`src/rtl/iob2axi_rd_multi.sv`:
```
// iob2axi_rd_multi: AXI4 read bridge for a single multi-burst read command.
// A command (byte address, word count) is split into consecutive INCR bursts,
// each capped by MAX_BURST and, when IOB2AXI_RD_4K_SPLIT_EN is defined, by
// 4 KB boundaries. Only one burst is outstanding at a time. Returned beats pass
// straight through onto a native write port with an incrementing byte address.
//
// Optional feature macro: IOB2AXI_RD_4K_SPLIT_EN (bursts never cross 4 KB).
//
// Ports:
//   clk, rst            clock, synchronous active-high reset
//   run, addr, length   command; accepted when run & ready; length 0 is a no-op
//   ready, error        idle flag; sticky error for the last command
//   m_axi_ar*           AXI4 read address channel (single ID, constant attrs)
//   m_axi_r*            AXI4 read data channel
//   m_valid, m_addr,    native write side; m_ready back-pressures rready
//   m_wdata, m_wstrb,
//   m_ready
module iob2axi_rd_multi #(
  parameter int unsigned ADDR_W    = 32,
  parameter int unsigned DATA_W    = 32,
  parameter int unsigned XFER_W    = 16,
  parameter int unsigned MAX_BURST = 256
) (
  input  logic                  clk,
  input  logic                  rst,
  input  logic                  run,
  input  logic [ADDR_W-1:0]     addr,
  input  logic [XFER_W-1:0]     length,
  output logic                  ready,
  output logic                  error,
  output logic [0:0]            m_axi_arid,
  output logic [ADDR_W-1:0]     m_axi_araddr,
  output logic [7:0]            m_axi_arlen,
  output logic [2:0]            m_axi_arsize,
  output logic [1:0]            m_axi_arburst,
  output logic [0:0]            m_axi_arlock,
  output logic [3:0]            m_axi_arcache,
  output logic [2:0]            m_axi_arprot,
  output logic [3:0]            m_axi_arqos,
  output logic                  m_axi_arvalid,
  input  logic                  m_axi_arready,
  input  logic [0:0]            m_axi_rid,
  input  logic [DATA_W-1:0]     m_axi_rdata,
  input  logic [1:0]            m_axi_rresp,
  input  logic                  m_axi_rlast,
  input  logic                  m_axi_rvalid,
  output logic                  m_axi_rready,
  output logic                  m_valid,
  output logic [ADDR_W-1:0]     m_addr,
  output logic [DATA_W-1:0]     m_wdata,
  output logic [DATA_W/8-1:0]   m_wstrb,
  input  logic                  m_ready
);

  localparam int unsigned Bytes = DATA_W / 8;
  localparam int unsigned Size  = $clog2(Bytes);
  // Wide enough for remain, MAX_BURST and the 13-bit distance to a 4 KB edge.
  localparam int unsigned CntW  = (XFER_W > 13) ? XFER_W + 1 : 14;
  localparam logic [ADDR_W-1:0] AlignMask = ~(ADDR_W'(Bytes - 1));
  localparam logic [ADDR_W-1:0] AddrInc   = ADDR_W'(Bytes);

`ifdef IOB2AXI_RD_4K_SPLIT_EN
  localparam bit Split4k = 1'b1;
`else
  localparam bit Split4k = 1'b0;
`endif

  typedef enum logic [1:0] {StIdle, StAddr, StData} state_e;

  state_e              state_q, state_d;
  logic [ADDR_W-1:0]   cur_addr_q, cur_addr_d;
  logic [XFER_W-1:0]   remain_q, remain_d;
  logic [8:0]          bcnt_q, bcnt_d;
  logic [8:0]          beats_q, beats_d;
  logic                error_q, error_d;

  logic                beat_ok;
  logic                last_beat;
  logic [ADDR_W-1:0]   addr_aligned;
  logic                unused_rid;

  // Beats for the next burst: min(remain, MAX_BURST[, words to 4 KB edge]).
  function automatic logic [8:0] calc_beats(input logic [ADDR_W-1:0] a,
                                             input logic [XFER_W-1:0] r);
    logic [CntW-1:0] lim;
    logic [CntW-1:0] rem;
    logic [CntW-1:0] to4k;
    lim = CntW'(MAX_BURST);
    rem = '0;
    rem[XFER_W-1:0] = r;
    to4k = CntW'((13'd4096 - {1'b0, a[11:0]}) >> Size);
    if (Split4k && (to4k < lim)) lim = to4k;
    if (rem < lim) lim = rem;
    return 9'(lim);
  endfunction

  assign addr_aligned = addr & AlignMask;
  assign beat_ok      = (state_q == StData) && m_axi_rvalid && m_ready;
  assign last_beat    = (bcnt_q == (beats_q - 9'd1));
  assign unused_rid   = ^m_axi_rid;

  always_ff @(posedge clk) begin
    if (rst) begin
      state_q    <= StIdle;
      cur_addr_q <= '0;
      remain_q   <= '0;
      bcnt_q     <= '0;
      beats_q    <= '0;
      error_q    <= 1'b0;
    end else begin
      state_q    <= state_d;
      cur_addr_q <= cur_addr_d;
      remain_q   <= remain_d;
      bcnt_q     <= bcnt_d;
      beats_q    <= beats_d;
      error_q    <= error_d;
    end
  end

  always_comb begin
    state_d    = state_q;
    cur_addr_d = cur_addr_q;
    remain_d   = remain_q;
    bcnt_d     = bcnt_q;
    beats_d    = beats_q;
    error_d    = error_q;
    case (state_q)
      StIdle: begin
        if (run) begin
          error_d = 1'b0;
          if (length != '0) begin
            cur_addr_d = addr_aligned;
            remain_d   = length;
            beats_d    = calc_beats(addr_aligned, length);
            state_d    = StAddr;
          end
        end
      end
      StAddr: begin
        if (m_axi_arready) begin
          state_d = StData;
          bcnt_d  = '0;
        end
      end
      StData: begin
        if (beat_ok) begin
          remain_d   = remain_q - 1'b1;
          cur_addr_d = cur_addr_q + AddrInc;
          bcnt_d     = bcnt_q + 9'd1;
          if (m_axi_rresp != 2'b00) error_d = 1'b1;
          // rlast must coincide with the final beat of the burst we asked for.
          if (m_axi_rlast != last_beat) error_d = 1'b1;
          // Burst length is owned by us; rlast never ends a burst early.
          if (last_beat) begin
            if (remain_d != '0) begin
              state_d = StAddr;
              beats_d = calc_beats(cur_addr_d, remain_d);
            end else begin
              state_d = StIdle;
            end
          end
        end
      end
      default: state_d = StIdle;
    endcase
  end

  assign ready         = (state_q == StIdle);
  assign error         = error_q;

  assign m_axi_arid    = 1'b0;
  assign m_axi_araddr  = cur_addr_q;
  assign m_axi_arlen   = 8'(beats_q - 9'd1);
  assign m_axi_arsize  = 3'(Size);
  assign m_axi_arburst = 2'b01;
  assign m_axi_arlock  = 1'b0;
  assign m_axi_arcache = 4'd2;
  assign m_axi_arprot  = 3'd2;
  assign m_axi_arqos   = 4'd0;
  assign m_axi_arvalid = (state_q == StAddr);
  assign m_axi_rready  = (state_q == StData) && m_ready;

  assign m_valid       = (state_q == StData) && m_axi_rvalid;
  assign m_addr        = cur_addr_q;
  assign m_wdata       = m_axi_rdata;
  assign m_wstrb       = '1;

endmodule

```
`config.mk`:
```
export PLATFORM = sky130hd
export DESIGN_NAME = iob2axi_rd_multi
export DESIGN_NICKNAME = d
export VERILOG_FILES = /design/src/rtl/iob2axi_rd_multi.sv
export SDC_FILE = /design/constraint.sdc
export NUM_CORES = 1
export LEC_CHECK = 0
export BUFFER_PORTS_ARGS = -buffer_cell sky130_fd_sc_hd__clkbuf_2
export CAP_MARGIN = 20
export CORE_MARGIN = 3
export CORE_UTILIZATION = 30
export CTS_BUF_LIST = sky130_fd_sc_hd__clkbuf_4
export DETAILED_ROUTE_END_ITERATION = 8
export HOLD_SLACK_MARGIN = 0.1
export PLACE_DENSITY_LB_ADDON = 0.05
export SETUP_SLACK_MARGIN = 0.5
export SYNTH_ARGS = -nofsm -noshare
export SYNTH_HDL_FRONTEND = slang
export SYNTH_SLANG_ARGS = --single-unit
```
`constraint.sdc`:
```
create_clock -name clk -period 3.75 [get_ports clk]
set_input_delay 0.75 -clock clk [delete_from_list [all_inputs] [get_ports clk]]
set_output_delay 0.75 -clock clk [all_outputs]
set_load 0.01 [all_outputs]
```
==> impl_metrics.ini <==
[drt]
wl_per_cell_um = 16.1
drc = 0
ant_nets = 0
drt-vias-per-instance = 5.10
drt_pass1_iterations = 5
drt_iter0_markers = 255
vias = 4814
drt-total-wl_um = 15200

[die]
fp.dieW_um = 136
core_area_um2 = 16200
fp.dieH_um = 136
row_count = 46
die-area_um2 = 18500
ioPinCount = 221
initial_core_util_pct = 31.3

[placement]
dp_hpwl_um = 11000
gp_congestion = 0.808
place_ws_ps = 795
dp_cells = 929
postPlaceCellArea_um2 = 5340
port_buffers = 127

[clock_tree]
cts-root-buf = clkbuf_4
postCtsHoldBufs = 0
h-tree-depth = 3
cts_made_buffers = 9
clk_latency_ps = 440
clockBufferDepth = 2
postCtsSetupBuffers = 0
ctsResizeCount = 0
cts_num_sinks = 67
cts_tree = built
clk_pin_slew_ps = 100

[setup_path]
crit_arrival_ps = 3270
crit_required_ps = 4080
end_kind = register
slowest_stage = a211oi_4
slowest_delay_ps = 500
crit_chain = inv_1, ha_1, or3_1, nor3b_1, o21ai_1, a211oi_4, nand4_4, nand2_8, mux2_4
path_buf_inv = 1
path_max_fanout = 10
path_class = reg -> reg
crit_family = simple AND/OR/NAND/NOR gates
worst_setup_path_start_kind = register

[yosys]
synth_async_sr_flop_share_pct = 0
yosysWarnings = 0
ys.flop_type = dfxtp_1
synth.cell_area_um2 = 5080
synth_area_per_cell_um2 = 7.43
synth_edf_count = 0
postSynthCellCount = 683
synthTopCellsByArea = dfxtp_1 (26%), buf_4 (13%), nor2_1 (5.7%)
ys_seq_area_share_pct = 26.4
synth_top_area_share_pct = 26.4
synth_top_area_cell = dfxtp_1
yosysUniqueCellTypes = 61
ys_seq_elements = 67

[pwr]
p_per_area_nw_per_um2 = 333
max-vdd-ir-drop_v = 0.000132
p_leak_nw = 2.32

[min_path]
worstHoldPathType = reg -> reg

[layout]
design_area_um2 = 5460
syn2layout_area_growth_pct = 7.57
drive_gt1_share_pct = 23.6
finalNetCount = 819
diodes = 0
final_common_cell = clkbuf_2
instances_no_fill = 944
mostFrequentLayoutCells = clkbuf_2 (127), nor2_1 (77), dfxtp_1 (67)
n_fill_cell = 1815

[sta]
finalWorstSetupSlack_ps = 810
timing.fmax_mhz = 340
setup_violations = 0
max-slew-margin-rel_pct = 40.8
hold_viol = 0
skew_ps = 15.9
worst_pin_slew_ps = 888
min_period_ps = 2940
rsz0062_at_grt = false
finalSetupTns_ps = 0
finalCritPeriodShare_pct = 78.4
finalMaxSlewViolations = 0

[global_routing]
grt_max_degree = 67
grt_pass1_vias = 4504
grt_usage_pct = 16.4
grt_pass1_wl_um = 24300
antenna_found_initial = 0
grt.overflow.total = 0

[job]
max-cap-violations = 0

[outcome]
status = complete, no violations
==> power breakdown <==
group	switching [mW]	internal (mW)
Sequential	0.0771	0.762
Combinational	0.306	0.201
Clock	0.275	0.199
==> metrics by stage <==
step / hold WS (ps) / utilization [%] / power (mW)
after floorplan: 479 / - / 1.27
after global placement: 501 / 32.9 / 1.36
after detailed placement: 507 / 32.9 / 1.36
after CTS: 506 / 33.6 / 1.85
after global routing: 521 / 33.6 / 1.95
final: 525 / 33.6 / 1.82
==> worst min-delay path, delay by kind of cell, from the launching register on <==
kind | cells | cell delay (ps)
compound gates | 1 | 80
flops | 1 | 340
simple gates | 1 | 80
==> worst paths after layout <==
path                                   from                         to  slack, ps  cells after the start
setup / recovery   remain_q[0]$_SDFFE_PP0P_    beats_q[7]$_SDFFE_PP0P_        810                      9
hold / removal    remain_q[11]$_SDFFE_PP0P_  remain_q[11]$_SDFFE_PP0P_        520                      2
setup reg to reg   remain_q[0]$_SDFFE_PP0P_    beats_q[7]$_SDFFE_PP0P_        810                      9
hold reg to reg   remain_q[11]$_SDFFE_PP0P_  remain_q[11]$_SDFFE_PP0P_        520                      2
==> cell usage after synthesis, drive strengths merged, types with 2 or more instances <==
cell type and instances:
and4 3, nand3b 2, conb 2, clkbuf 37
a22o 2, nand2b 4, a311oi 3, nor2b 11
or3 6, ha 5, and2 5, nand2 65
or4 3, a2bb2oi 3, a31oi 6, dfxtp 67
o21ai 45, buf 93, mux2 9, xor2 18
o22ai 7, xnor2 13, o31ai 4, and3 14
a21o 3, a22oi 20, inv 11, nor4 13
a211oi 20, nand4 10, nor3 18, nor2 77
nand3 22, a21oi 45, nor3b 4
==> state kept, by name, indices dropped and copies added, names as in the netlist <==
signal,flops
m_addr,30
error,1
bcnt_q,9
state_q,2
remain_q,16
beats_q,9
==> layout make-up <==
cell class	count	area [um^2]	share of cell area, %
timing repair buffer	136	716	13.1
sequential	67	1340	24.6
multi-input combinational	499	2970	54.4
clock inverter	5	45.0	0.825
clock buffer	10	75.1	1.37
tap	216	270	4.95
inverter	11	41.3	0.756
==> kinds of logic (layout without fill, tap and decap cells) <==
group / Yosys count / in the layout / share of synthesized area [%]
buf+inv: 141 / 162 / 17.1
simple gates: 259 / 259 / 26.0
xor+xnor: 31 / 31 / 5.35
flops: 67 / 67 / 26.4
compound gates: 169 / 169 / 21.1
other cells: 2 / 26 / 0.148
mux: 9 / 9 / 2.66
fa+ha+maj: 5 / 5 / 1.23
==> per-layer routing <==
metal	GRT usage, %	vias up	routed length [um]
met4	5.99	0	327
met3	3.70	26	1070
met5	0	-	0
li1	-	2374	-
met1	22.5	2233	7040
met2	25.1	181	6730
No activity file was read; power rests on OpenSTA's default activity.
